==> src/rtl/vga_bounce_box.sv <==
// Pixel generator behind the 640x480 VGA sync generator: draws a bouncing square
// that moves once per frame, changes colour on every bounce, and delays syncs to match.
module vga_bounce_box #(
    parameter int H_DISPLAY = 640,
    parameter int V_DISPLAY = 480,
    parameter int BOX_SIZE  = 32,
    parameter int STEP      = 1,
    parameter int START_X   = 0,
    parameter int START_Y   = 0,
    parameter int COLOR_W   = 4
) (
    input  logic               clk_in,
    input  logic               reset,
    input  logic               h_sync_in,
    input  logic               v_sync_in,
    input  logic [9:0]         h_count,
    input  logic [9:0]         v_count,
    input  logic               display_en,
    input  logic               pause,
    output logic [COLOR_W-1:0] r,
    output logic [COLOR_W-1:0] g,
    output logic [COLOR_W-1:0] b,
    output logic               h_sync_out,
    output logic               v_sync_out,
    output logic [7:0]         bounce_cnt
);

    localparam logic [10:0] L_MAXX    = 11'(H_DISPLAY - BOX_SIZE);
    localparam logic [10:0] L_MAXY    = 11'(V_DISPLAY - BOX_SIZE);
    localparam logic [10:0] L_BOX     = 11'(BOX_SIZE);
    localparam logic [10:0] L_STEP    = 11'(STEP);
    localparam logic [10:0] L_START_X = 11'(START_X);
    localparam logic [10:0] L_START_Y = 11'(START_Y);
    localparam logic [9:0]  L_VTICK   = 10'(V_DISPLAY);

    typedef enum logic [0:0] {
        ST_RUN    = 1'b0,
        ST_PAUSED = 1'b1
    } state_t;

    // One axis of motion: returns {hit, dir_neg, pos}; the box is clamped at the wall it reaches.
    function automatic logic [12:0] axis_step(input logic [10:0] pos, input logic dir_neg,
                                              input logic [10:0] lim);
        logic [12:0] res;
        if (!dir_neg) begin
            if (pos + L_STEP >= lim) res = {1'b1, 1'b1, lim};
            else                     res = {1'b0, 1'b0, pos + L_STEP};
        end else begin
            if (pos <= L_STEP) res = {1'b1, 1'b0, 11'd0};
            else               res = {1'b0, 1'b1, pos - L_STEP};
        end
        return res;
    endfunction

    function automatic logic [11:0] palette(input logic [2:0] idx);
        logic [11:0] rgb;
        case (idx)
            3'd0:    rgb = 12'hFFF;
            3'd1:    rgb = 12'hF00;
            3'd2:    rgb = 12'h0F0;
            3'd3:    rgb = 12'h00F;
            3'd4:    rgb = 12'hFF0;
            3'd5:    rgb = 12'h0FF;
            3'd6:    rgb = 12'hF0F;
            3'd7:    rgb = 12'hF80;
            default: rgb = 12'hFFF;
        endcase
        return rgb;
    endfunction

    // Palette nibbles are MSB-aligned into the channel width.
    function automatic logic [COLOR_W-1:0] chan(input logic [3:0] nib);
        return COLOR_W'({nib, {COLOR_W{1'b0}}} >> 4);
    endfunction

    state_t            r_state, w_state_nxt;
    logic              w_move, w_frame_tick, w_inside;
    logic [9:0]        r_vprev;
    logic [10:0]       r_pos_x, r_pos_y;
    logic              r_dir_x, r_dir_y;
    logic [2:0]        r_col;
    logic [7:0]        r_bounce;
    logic              r_de1, r_inside, r_hs1, r_vs1, r_hs2, r_vs2;
    logic [COLOR_W-1:0] r_red, r_grn, r_blu;
    logic [12:0]       w_nx, w_ny;
    logic [11:0]       w_pal;

    // The first blanking line starts a frame tick, so motion never happens mid-picture.
    assign w_frame_tick = (v_count == L_VTICK) && (r_vprev != L_VTICK);
    assign w_nx  = axis_step(r_pos_x, r_dir_x, L_MAXX);
    assign w_ny  = axis_step(r_pos_y, r_dir_y, L_MAXY);
    assign w_pal = palette(r_col);
    assign w_inside = display_en
                   && ({1'b0, h_count} >= r_pos_x) && ({1'b0, h_count} < r_pos_x + L_BOX)
                   && ({1'b0, v_count} >= r_pos_y) && ({1'b0, v_count} < r_pos_y + L_BOX);

    // Run/pause state register
    always_ff @(posedge clk_in or negedge reset) begin
        if (!reset) r_state <= ST_RUN;
        else        r_state <= w_state_nxt;
    end

    // Run/pause next state; leaving PAUSED does not move on that same tick
    always_comb begin
        w_state_nxt = r_state;
        w_move      = 1'b0;
        if (w_frame_tick) begin
            case (r_state)
                ST_RUN: begin
                    if (pause) w_state_nxt = ST_PAUSED;
                    else       w_move      = 1'b1;
                end
                ST_PAUSED: begin
                    if (!pause) w_state_nxt = ST_RUN;
                    else        w_state_nxt = ST_PAUSED;
                end
                default: w_state_nxt = ST_RUN;
            endcase
        end else begin
            w_state_nxt = r_state;
        end
    end

    // Box position, direction, colour and bounce count; a corner hit counts once
    always_ff @(posedge clk_in or negedge reset) begin
        if (!reset) begin
            r_vprev  <= 10'd0;
            r_pos_x  <= L_START_X;
            r_pos_y  <= L_START_Y;
            r_dir_x  <= 1'b0;
            r_dir_y  <= 1'b0;
            r_col    <= 3'd0;
            r_bounce <= 8'd0;
        end else begin
            r_vprev <= v_count;
            if (w_move) begin
                r_pos_x <= w_nx[10:0];
                r_dir_x <= w_nx[11];
                r_pos_y <= w_ny[10:0];
                r_dir_y <= w_ny[11];
                if (w_nx[12] || w_ny[12]) begin
                    r_col    <= r_col + 3'd1;
                    r_bounce <= r_bounce + 8'd1;
                end
            end
        end
    end

    // Two-stage pixel pipeline with syncs carried alongside
    always_ff @(posedge clk_in or negedge reset) begin
        if (!reset) begin
            r_de1    <= 1'b0;
            r_inside <= 1'b0;
            r_hs1    <= 1'b1;
            r_vs1    <= 1'b1;
            r_hs2    <= 1'b1;
            r_vs2    <= 1'b1;
            r_red    <= '0;
            r_grn    <= '0;
            r_blu    <= '0;
        end else begin
            r_de1    <= display_en;
            r_inside <= w_inside;
            r_hs1    <= h_sync_in;
            r_vs1    <= v_sync_in;
            r_hs2    <= r_hs1;
            r_vs2    <= r_vs1;
            if (!r_de1) begin
                r_red <= '0;
                r_grn <= '0;
                r_blu <= '0;
            end else if (r_inside) begin
                r_red <= chan(w_pal[11:8]);
                r_grn <= chan(w_pal[7:4]);
                r_blu <= chan(w_pal[3:0]);
            end else begin
                r_red <= chan(4'h0);
                r_grn <= chan(4'h0);
                r_blu <= chan(4'h4);
            end
        end
    end

    assign r          = r_red;
    assign g          = r_grn;
    assign b          = r_blu;
    assign h_sync_out = r_hs2;
    assign v_sync_out = r_vs2;
    assign bounce_cnt = r_bounce;

endmodule

==> config.mk <==
export PLATFORM = sky130hd
export DESIGN_NAME = vga_bounce_box
export DESIGN_NICKNAME = d
export VERILOG_FILES = /design/src/rtl/vga_bounce_box.sv
export SDC_FILE = /design/constraint.sdc
export NUM_CORES = 1
export LEC_CHECK = 0
export ABC_CLOCK_PERIOD_IN_PS = 2570
export CORE_MARGIN = 2
export CORE_UTILIZATION = 35
export DETAILED_ROUTE_END_ITERATION = 12
export GPL_ROUTABILITY_DRIVEN = 0
export PLACE_DENSITY_LB_ADDON = 0.2
export SLEW_MARGIN = 15
export SYNTH_ARGS = -nofsm -noshare
export SYNTH_HDL_FRONTEND = slang
export SYNTH_SLANG_ARGS = --single-unit
==> constraint.sdc <==
create_clock -name clk_in -period 2.57 [get_ports clk_in]
set_input_delay 0.6425 -clock clk_in [delete_from_list [all_inputs] [get_ports clk_in]]
set_output_delay 0.6425 -clock clk_in [all_outputs]
set_load 0.1 [all_outputs]
=== After elaboration in Yosys (flattened, before gate mapping) ===
Memories as Yosys holds them, arrays and structs flattened.
Cells that the tools add are included.
W data, S select, Z words.

* Output and inout port bits: 22
* Bits of input ports: 26
* Flip-flop bits (word level): 64
* ROM bits: 96
* Logic and storage cells: 59
* Memories: 1

{| class="wikitable"
|+ Memory list
! name !! depth !! bits a word !! read ports !! clocked after memory_dff !! wr ports !! line !! text
|-
| (no name shown) || 8 || 12 || 1 || 0 || 0 || 57 || <nowiki>case (idx)</nowiki>
|}

* Eq/ne operators: 2
* Mux-type cells: 16
* $add $sub $neg: 8
* Reduce and logical (&&, ||, !) cells: 7
* Magnitude comparators: 8

{| class="wikitable"
|+ Operators by type and width
! kind !! number
|-
| $mux W13 || 6
|-
| $mux W4 || 6
|-
| $add A11 B1 Y11 const B || 2
|-
| $add A11 B6 Y11 const B || 2
|-
| $ge A10 B11 Y1 || 2
|-
| $le A11 B1 Y1 const B || 2
|-
| $lt A10 B11 Y1 || 2
|-
| $sub A11 B1 Y11 const B || 2
|-
| $ge A11 B10 Y1 const B || 1
|-
| $ge A11 B9 Y1 const B || 1
|-
| $eq A10 B9 Y1 const B || 1
|-
| $ne A10 B9 Y1 const B || 1
|-
| $add A8 B1 Y8 const B || 1
|-
| $logic_and A1 B1 Y1 || 5
|-
| $mux W1 || 4
|-
| $add A3 B1 Y3 const B || 1
|-
| $reduce_and A2 Y1 || 1
|-
| $logic_or A1 B1 Y1 || 1
|}

=== Depth between registers and ports, before layout ===
Gate-level depths: netlist of run 1.

* Word-level depth: 6
* Depth in mapped cells: 11
* Gate-level depth less buffers: 11

=== Worst setup path after synthesis of run 1 ===
OpenSTA, ideal clock, no wires.

* Path type: flip-flop to flip-flop
* Start point: register r_pos_y[0]
* End point: register r_bounce[1] (netlist: bounce_cnt[1])
* Required time: 2442 ps
* Stages on the path, launching flop included: 10
* Clock period less this slack: 2645 ps
* Path slack: -75 ps
* Data arrival time: 2517 ps
* Library setup time: 128 ps
* Path buffers: 1
* Cell sequence: dfrtp_1 ha_1 nand4_1 or3_1 a221o_1 and3b_1 buf_6 o32a_4 nor2_4 mux2_1

* Cells in the longest elaborated chain, start to end: 6
* Elaborated cells on any way between the ends: 8
* Classes of those cells: add/sub (1); order compare (2); mux (3); reduce/logical (2)

{| class="wikitable"
|+ Ends and longest elaborated chain
! element !! line !! text
|-
| start: declaration || 79 || <nowiki>logic [10:0] r_pos_x, r_pos_y;</nowiki>
|-
| start signal: assignment || 139 || <nowiki>r_pos_y <= w_ny[10:0];</nowiki>
|-
| $add A11 B1 Y11 || 46 || <nowiki>if (pos + L_STEP >= lim) res = {1'b1, 1'b1, lim};</nowiki>
|-
| $ge A11 B9 Y1 || 46 ||
|-
| $mux W13 || 46 ||
|-
| $mux W13 * || 45 || <nowiki>if (!dir_neg) begin</nowiki>
|-
| $logic_or A1 B1 Y1 * || 141 || <nowiki>if (w_nx[12] || w_ny[12]) begin</nowiki>
|-
| $reduce_and A2 Y1 (no line) * || - ||
|-
| end signal: assignment || 143 || <nowiki>r_bounce <= r_bounce + 8'd1;</nowiki>
|-
| end: declaration || 82 || <nowiki>logic [7:0] r_bounce;</nowiki>
|}

Every way passes the cells marked *; elsewhere a longest branch is shown, timed or not.
A chain may end at the register's enable or synchronous reset.

=== Worst setup path in the final report of run 1 ===
* Start point: register r_pos_y[1]
* End point: register r_bounce[3] (netlist: bounce_cnt[3])

The elaborated chain is that of the path after synthesis.

==> results of run 1 <==
-- what timing repair did --
item,in CTS,in global routing
setup endpoints to repair,1,12
pin swaps,0,4
resized for setup,1,13
hold endpoints to repair,0,0
setup buffers,0,3
-- cell type report --
type / instances / area share [%]
sequential: 57 / 26.75
inverter: 28 / 2.027
timing repair buffer: 104 / 15.75
clock buffer: 14 / 5.103
multi-input combinational: 336 / 46.81
tap: 143 / 3.332
clock inverter: 2 / 0.2330
-- logic make-up after synthesis --
family / count (synthesis)
XOR/XNOR: 26
flip-flops: 57
adder cells (fa/ha/maj): 44
multiplexers: 3
buffers and inverters: 59
AO/OA/AOI/OAI: 130
AND/OR/NAND/NOR: 133
-- state kept, by name, summed over array words and instances (netlist names), 2 cells and up --
signal and flops:
r_col 3, g 2, r_pos_y 11, r_vprev 10
b 2, r_pos_x 11, bounce_cnt 8
-- critical path: stages (launching register included) --
cell and delay, ns:
dfrtp_2 0.38, ha_4 0.14, nand4_1 0.20, or3_4 0.40
a221o_1 0.31, and3b_1 0.21, o32a_4 0.29, buf_4 0.16
nor3b_2 0.17, xor2_1 0.16
-- cell usage in the layout, fill, tap and decap left out, types with 5 or more instances in the layout --
master and n:
nand2b_1 6, nor4_1 5, clkdlybuf4s50_1 24, clkbuf_16 9, o21ai_0 35, ha_1 41, xnor2_1 17, nor2_1 25
a21o_1 5, o22ai_1 6, dfrtp_1 49, a21oi_1 25, and3_1 8, nand3_1 20, buf_4 77, nand2_1 21
inv_1 27, a31oi_1 7, o31ai_1 7, nor3_1 9, nand4_1 7, xor2_1 9
-- worst max path at each step --
| stage | endpoint | cells past startpoint |
|---|---|---|
| after global placement | r_inside$_DFF_PN0_ | 7 |
| after CTS | r_inside$_DFF_PN0_ | 9 |
| after global routing | r_col[1]$_DFFE_PN0P_ | 10 |
| after floorplan | bounce_cnt[1]$_DFFE_PN0P_ | 9 |
| final | bounce_cnt[3]$_DFFE_PN0P_ | 9 |
| after detailed placement | r_inside$_DFF_PN0_ | 10 |
-- layer usage --
| metal | global-route usage (%) | wire, um |
|---|---|---|
| met5 | 0 | 0 |
| met4 | 5.935 | 143 |
| met3 | 2.892 | 493 |
| met2 | 25.71 | 4821 |
| met1 | 25.65 | 5239 |
-- per-stage QoR --
step	setup WS [ns]	cell area (um^2)	total power [mW]	hold slack, ns
after floorplan	-0.004137	4155	1.085	0.3452
after global placement	-0.1667	4995	1.211	0.3463
after detailed placement	-0.2097	4995	1.217	0.3495
after CTS	0.03100	5286	2.351	0.2946
after global routing	-0.001500	5370	2.431	0.3180
final	0.07557	5370	2.324	0.2783
-- power breakdown --
part	total (mW)	internal [mW]	switching [mW]
clock	1.12	0.728	0.388
sequential	0.938	0.922	0.0157
combinational	0.270	0.122	0.147
total	2.32	1.77	0.551
==> impl_metrics.ini, run 1 <==
[run_status]
status = complete, no violations

[die]
ios = 48
initial_utilization_pct = 36.07
die_w_um = 112.7
fp.dieH_um = 112.7
die-area_um2 = 12700
rows = 39
core-area_um2 = 11470

[timing]
min_period_ns = 2.494
relSlewSlack_pct = 63.27
max_freq_mhz = 400.9
fin_crit_sh_pct = 97.06
worstMarginPinSlew_ns = 0.5467
drv_slew = 0
finalHoldViolCount = 0
setup_tns_ns = 0
skew_ns = 0.007995
finalSetupViolations = 0

[clocking]
clock_path_buffers = 2
numCtsBuffers = 9
cts.clk_slew.worst_paths_ns = 0.05
tritoncts = done
clkLatencyLatePin_ns = 0.33
htree_levels = 3
cts_sinks = 57
cts_root_buf = clkbuf_16
cts_hold_buf = 0

[synthesis]
synth_top_cell_area_share_pct = 32.06
synthMuxAreaShare_pct = 0.7864
synth_top_family_by_area = compound AO/OA/AOI/OAI gates
synth_compound_area_share_pct = 20.93
synth_xor_area_share_pct = 5.505
avgSynthCellArea_um2 = 9.151
ys_types = 67
synthAdderAreaFrac_pct = 13.31
synthSimpleGateAreaFrac_pct = 18.45
syn-cell-area_um2 = 4136
synth_edf_count = 0
yosysSeqAreaShare_pct = 34.60
yosysMostFrequentCell = dfrtp_1
synth_warnings = 0
synthTopCellsByArea = dfrtp_1 (32%), ha_1 (13%), o21ai_0 (4.2%)
ys_ff_latch = 57
ys.flop_type = dfrtp_1
yosysTopAreaCell = dfrtp_1
synthTopCellsByCount = dfrtp_1 (53), ha_1 (44), o21ai_0 (35)
async_reset_ff_share_pct = 100.0
syn_nets = 522
syn-instance-count = 452

[grt]
track_usage_pct = 17.35
grt_pass1_wl_um = 17750
grt-ovfl-total = 0
first_global_vias = 3584
grt_max_degree = 31
antenna_found_initial = 0

[pwr]
p_leak_nw = 2.438
p_per_area_nw_per_um2 = 432.8
peakVddDrop_mv = 0.3133

[place]
io_buffers = 47
placed_cells = 665
dp_hpwl_um = 8187

[layout]
multi_input_area_um2 = 2514
nFillCells = 1094
drive_above_1_share_pct = 23.29
antenna_cells = 0
fin_cells = 684
utilization_pct = 46.83
final_nets = 606
seqCellArea_um2 = 1436
area_delta_synth_final_pct = 29.82

[min_path]
min_path_type = in2async

[detailed_routing]
route.antenna.remaining_nets = 0
totalWireLength_um = 10700
dr.pass1.iters = 5
vias = 3762
vias_per_cell = 5.500
drt_iter0_markers = 287
drcViolationCount = 0
wl_per_cell_um = 15.64

[critical_path]
start_kind = register
crit_fanout = 8
crit_start = r_pos_y[1]$_DFFE_PN0P_
setup.worst_path.end_class = register
reg2reg_from = r_pos_y[1]$_DFFE_PN0P_
path_class = reg2reg
crit_required_ns = 2.82
r2r_setup_slack_ns = 0.08
r2r_cells = 9
critPathArrivalTime_ns = 2.74
r2r_end = bounce_cnt[3]$_DFFE_PN0P_

[job]
cap_violations = 0
Note: power is estimated with default switching activity, not from simulation.
==> run 2: changes to the inputs <==
--- a/config.mk
+++ b/config.mk
@@ -7,7 +7,7 @@
 export LEC_CHECK = 0
 export ABC_CLOCK_PERIOD_IN_PS = 2570
 export CORE_MARGIN = 2
-export CORE_UTILIZATION = 35
+export CORE_UTILIZATION = 45
 export DETAILED_ROUTE_END_ITERATION = 12
 export GPL_ROUTABILITY_DRIVEN = 0
 export PLACE_DENSITY_LB_ADDON = 0.2
==> impl_metrics.ini, run 2 (synthesized netlist as in run 1, its figures left out) <==
[run_status]
status = complete, no violations

[timing]
finalHoldViolCount = 0
relSlewSlack_pct = 64.45
setup_tns_ns = 0
fin_crit_sh_pct = 97.85
max_freq_mhz = 397.7
drv_slew = 0
skew_ns = 0.01249
finalSetupViolations = 0
worstMarginPinSlew_ns = 0.5291
final.setup.worst_slack_ns = 0.05530
min_period_ns = 2.515

[detailed_routing]
drt_iter0_markers = 328
vias_per_cell = 5.827
drcViolationCount = 0
vias = 3799
dr.pass1.iters = 5
totalWireLength_um = 10360
wl_per_cell_um = 15.89
route.antenna.remaining_nets = 0

[pwr]
p_per_area_nw_per_um2 = 389.8
peakVddDrop_mv = 0.2587
p_leak_nw = 2.427

[clocking]
htree_levels = 3
cts_hold_buf = 0
numCtsBuffers = 9
cts.clk_slew.worst_paths_ns = 0.07
clkLatencyLatePin_ns = 0.34
tritoncts = done
clock_path_buffers = 2
cts_root_buf = clkbuf_8
cts_sinks = 57

[die]
fp.dieH_um = 99.88
core-area_um2 = 8806
ios = 48
initial_utilization_pct = 46.97
rows = 34
die_w_um = 99.88
die-area_um2 = 9975

[layout]
utilization_pct = 60.46
final_nets = 609
final_cell_mix = buf_4 (79), dfrtp_1 (48), ha_1 (40)
layout_commonest_cell = buf_4
area_delta_synth_final_pct = 28.71
antenna_cells = 0
reg.largest.list = r_pos_x x11, r_pos_y x11, r_vprev x10
drive_above_1_share_pct = 25.00

[job]
cap_violations = 0

[grt]
grt-ovfl-total = 0
grt_pass1_wl_um = 17060
track_usage_pct = 21.05
first_global_vias = 3570
antenna_found_initial = 0
grt_max_degree = 38

[critical_path]
critPathArrivalTime_ns = 2.74
reg2reg_from = r_pos_x[6]$_DFFE_PN0P_
r2r_cells = 9
crit_required_ns = 2.79
crit_fanout = 3
r2r_setup_slack_ns = 0.06
setup.worst_path.end_class = register
r2r_end = r_inside$_DFF_PN0_
path_class = reg2reg
start_kind = register

[place]
io_buffers = 47
dp_hpwl_um = 7857
pre_cts_ws_ns = -0.4545

[min_path]
min_path_type = in2async
## run 2: per-layer routing
layer,vias to the layer above,global-route usage [%],wire (um)
li1,1829,-,-
met1,1778,30.18,4848
met2,175,32.38,4581
met3,17,4.109,735
met4,0,6.322,193
met5,-,0,0
## run 2: timing repair
item	4_1_cts	5_1_grt
setup endpoints to repair	1	14
setup buffers	0	9
gates resized for setup	5	20
pin swaps	1	6
## run 2: power breakdown
group | total (mW) | switching (mW) | internal [mW] | leakage [nW]
clock network | 0.858 | 0.387 | 0.471 | 0.0953
logic | 0.282 | 0.153 | 0.129 | 1.65
registers | 0.935 | 0.0149 | 0.920 | 0.683
total | 2.08 | 0.555 | 1.52 | 2.43
## run 2: final cells by class
cell class / instances / area [um^2]
Multi-Input combinational cell: 336 / 2569
Tap cell: 108 / 135.1
Clock buffer: 11 / 141.4
Fill cell: 748 / 3482
Timing Repair Buffer: 107 / 880.8
Clock inverter: 5 / 55.05
Sequential cell: 57 / 1438
Inverter: 28 / 105.1
## run 2: stage by stage
stage | hold slack [ns] | std cells | area [um^2] | power, mW
2_1_floorplan | 0.3452 | 452 | 4155 | 1.085
3_3_place_gp | 0.3462 | 627 | 4941 | 1.209
3_5_place_dp | 0.3468 | 627 | 4941 | 1.216
4_1_cts | 0.2866 | 643 | 5162 | 2.079
5_1_grt | 0.3159 | 652 | 5324 | 2.155
6_report | 0.2778 | 652 | 5324 | 2.075
## run 2: critical path, cell delays in order (launching register included)
cell and delay [ns]:
dfrtp_1 0.41, ha_4 0.19, nand3_4 0.08, xnor2_2 0.14, ha_2 0.18, or4_4 0.50
a221oi_4 0.23, a211o_1 0.21, o2111ai_4 0.15, a211oi_2 0.31
## run 2: worst max-delay path by stage
stage / end / from
after floorplan: bounce_cnt[1]$_DFFE_PN0P_ / r_pos_y[0]$_DFFE_PN0P_
after global placement: r_inside$_DFF_PN0_ / h_count[7]
after detailed placement: r_inside$_DFF_PN0_ / h_count[7]
after CTS: r_col[1]$_DFFE_PN0P_ / r_pos_y[1]$_DFFE_PN0P_
after global routing: bounce_cnt[6]$_DFFE_PN0P_ / r_pos_x[5]$_DFFE_PN0P_
final: r_inside$_DFF_PN0_ / r_pos_x[6]$_DFFE_PN0P_
==> patch: new RTL, settings of run 2 <==
Add an input register stage for `h_sync_in`, `v_sync_in`, `h_count`, `v_count`, `display_en` and `pause`; this delays them by one clock.
--- a/src/rtl/vga_bounce_box.sv
+++ b/src/rtl/vga_bounce_box.sv
@@ -39,4 +39,20 @@
     } state_t;
 
+    logic h_sync_q;
+    logic v_sync_q;
+    logic [9:0] h_count_q;
+    logic [9:0] v_count_q;
+    logic display_en_q;
+    logic pause_q;
+
+    always_ff @(posedge clk_in) begin
+        h_sync_q     <= h_sync_in;
+        v_sync_q     <= v_sync_in;
+        h_count_q    <= h_count;
+        v_count_q    <= v_count;
+        display_en_q <= display_en;
+        pause_q      <= pause;
+    end
+
     // One axis of motion: returns {hit, dir_neg, pos}; the box is clamped at the wall it reaches.
     function automatic logic [12:0] axis_step(input logic [10:0] pos, input logic dir_neg,
@@ -87,11 +103,11 @@
 
     // The first blanking line starts a frame tick, so motion never happens mid-picture.
-    assign w_frame_tick = (v_count == L_VTICK) && (r_vprev != L_VTICK);
+    assign w_frame_tick = (v_count_q == L_VTICK) && (r_vprev != L_VTICK);
     assign w_nx  = axis_step(r_pos_x, r_dir_x, L_MAXX);
     assign w_ny  = axis_step(r_pos_y, r_dir_y, L_MAXY);
     assign w_pal = palette(r_col);
-    assign w_inside = display_en
-                   && ({1'b0, h_count} >= r_pos_x) && ({1'b0, h_count} < r_pos_x + L_BOX)
-                   && ({1'b0, v_count} >= r_pos_y) && ({1'b0, v_count} < r_pos_y + L_BOX);
+    assign w_inside = display_en_q
+                   && ({1'b0, h_count_q} >= r_pos_x) && ({1'b0, h_count_q} < r_pos_x + L_BOX)
+                   && ({1'b0, v_count_q} >= r_pos_y) && ({1'b0, v_count_q} < r_pos_y + L_BOX);
 
     // Run/pause state register
@@ -108,9 +124,9 @@
             case (r_state)
                 ST_RUN: begin
-                    if (pause) w_state_nxt = ST_PAUSED;
+                    if (pause_q) w_state_nxt = ST_PAUSED;
                     else       w_move      = 1'b1;
                 end
                 ST_PAUSED: begin
-                    if (!pause) w_state_nxt = ST_RUN;
+                    if (!pause_q) w_state_nxt = ST_RUN;
                     else        w_state_nxt = ST_PAUSED;
                 end
@@ -133,5 +149,5 @@
             r_bounce <= 8'd0;
         end else begin
-            r_vprev <= v_count;
+            r_vprev <= v_count_q;
             if (w_move) begin
                 r_pos_x <= w_nx[10:0];
@@ -160,8 +176,8 @@
             r_blu    <= '0;
         end else begin
-            r_de1    <= display_en;
+            r_de1    <= display_en_q;
             r_inside <= w_inside;
-            r_hs1    <= h_sync_in;
-            r_vs1    <= v_sync_in;
+            r_hs1    <= h_sync_q;
+            r_vs1    <= v_sync_q;
             r_hs2    <= r_hs1;
             r_vs2    <= r_vs1;
Function: changed (Yosys sat finds a counterexample within 4 cycles, from zero or initial values and one cycle with reset low).
==> patch against run 2 <==
- design area up 3.7%
- wire length rose by 3.3%
- critical path type unchanged
- worst setup slack worse by 39 ps
- hold slack better by 20 ps
- sequential cell count grew 24
- area after synthesis up 12%
- utilization decreased by 6.2 points
- largest cell class unchanged
- power rose by 15%
==> patch: results <==
{
  "status": "finished clean",
  "yosys.area_share.adder_pct": 12.4,
  "wl_per_cell_um": 16.0,
  "cpLargestDelayFamily": "simple AND/OR/NAND/NOR gates",
  "leakage_nw": 2.43,
  "cpMaxStageDelayCell": "dfrtp_1",
  "synth_xor_area_share_pct": 3.96,
  "reg2regPathDepth": 7,
  "rrSetupSlack_ps": 20,
  "synthMuxAreaShare_pct": 1.37,
  "peakVddDrop_uv": 490,
  "async_reset_ff_share_pct": 70.4,
  "grt_pass1_vias": 3640,
  "fin_nets": 599,
  "fillers": 915,
  "hpwl_um": 7750,
  "cp-startpoint": "r_pos_x[4]",
  "grt_pass1_wl_um": 17700,
  "skew_ps": 8.09,
  "slew_headroom_pct": 51.4,
  "cts_resized": 2,
  "placed_area_um2": 5270,
  "grt_max_degree": 58,
  "top_regs": "r_pos_x (11), r_pos_y (11)",
  "yosysSeqAreaShare_pct": 41.1,
  "synthTopCellsByCount": "dfrtp_1 (53), ha_1 (46), inv_1 (33)",
  "track_usage_pct": 20.1,
  "drive_gt1_share_pct": 18.8,
  "arrival_ps": 2810,
  "synth_compound_area_share_pct": 20.3,
  "drtIter0Drc": 165,
  "hp-class": "register to register"
}
## patch: cell type report
type                    instances  area, um^2  share of cell area [%]
clock buffers                  10         138                    2.49
clock inverters                 6        48.8                   0.884
inverters                      35         131                    2.38
multi-input cells             329        2510                    45.5
flip-flops and latches         81        1920                    34.7
well taps                     136         170                    3.08
repair buffers                 71         603                    10.9
## patch: metrics by stage
| stage | cells | setup WS, ps |
|---|---|---|
| floorplan | 471 | 29.2 |
| global placement | 650 | 95.5 |
| detailed placement | 650 | -10.7 |
| CTS | 666 | 14.5 |
| global route | 668 | -139 |
| finish | 668 | 16.5 |
## patch: metal layers
layer	track usage [%]	vias to the layer above	wire [um]
met2	33.0	125	5170
met1	25.2	1827	4700
met5	0	-	0
li1	-	1859	-
met4	7.42	0	263
met3	5.81	24	561
## patch: report_power, final
part           leakage (nW)  internal (mW)  switching (mW)
Combinational          1.39         0.0803           0.102
Sequential            0.949           1.31          0.0207
Clock                0.0855          0.385           0.490
Total                  2.43           1.77           0.612
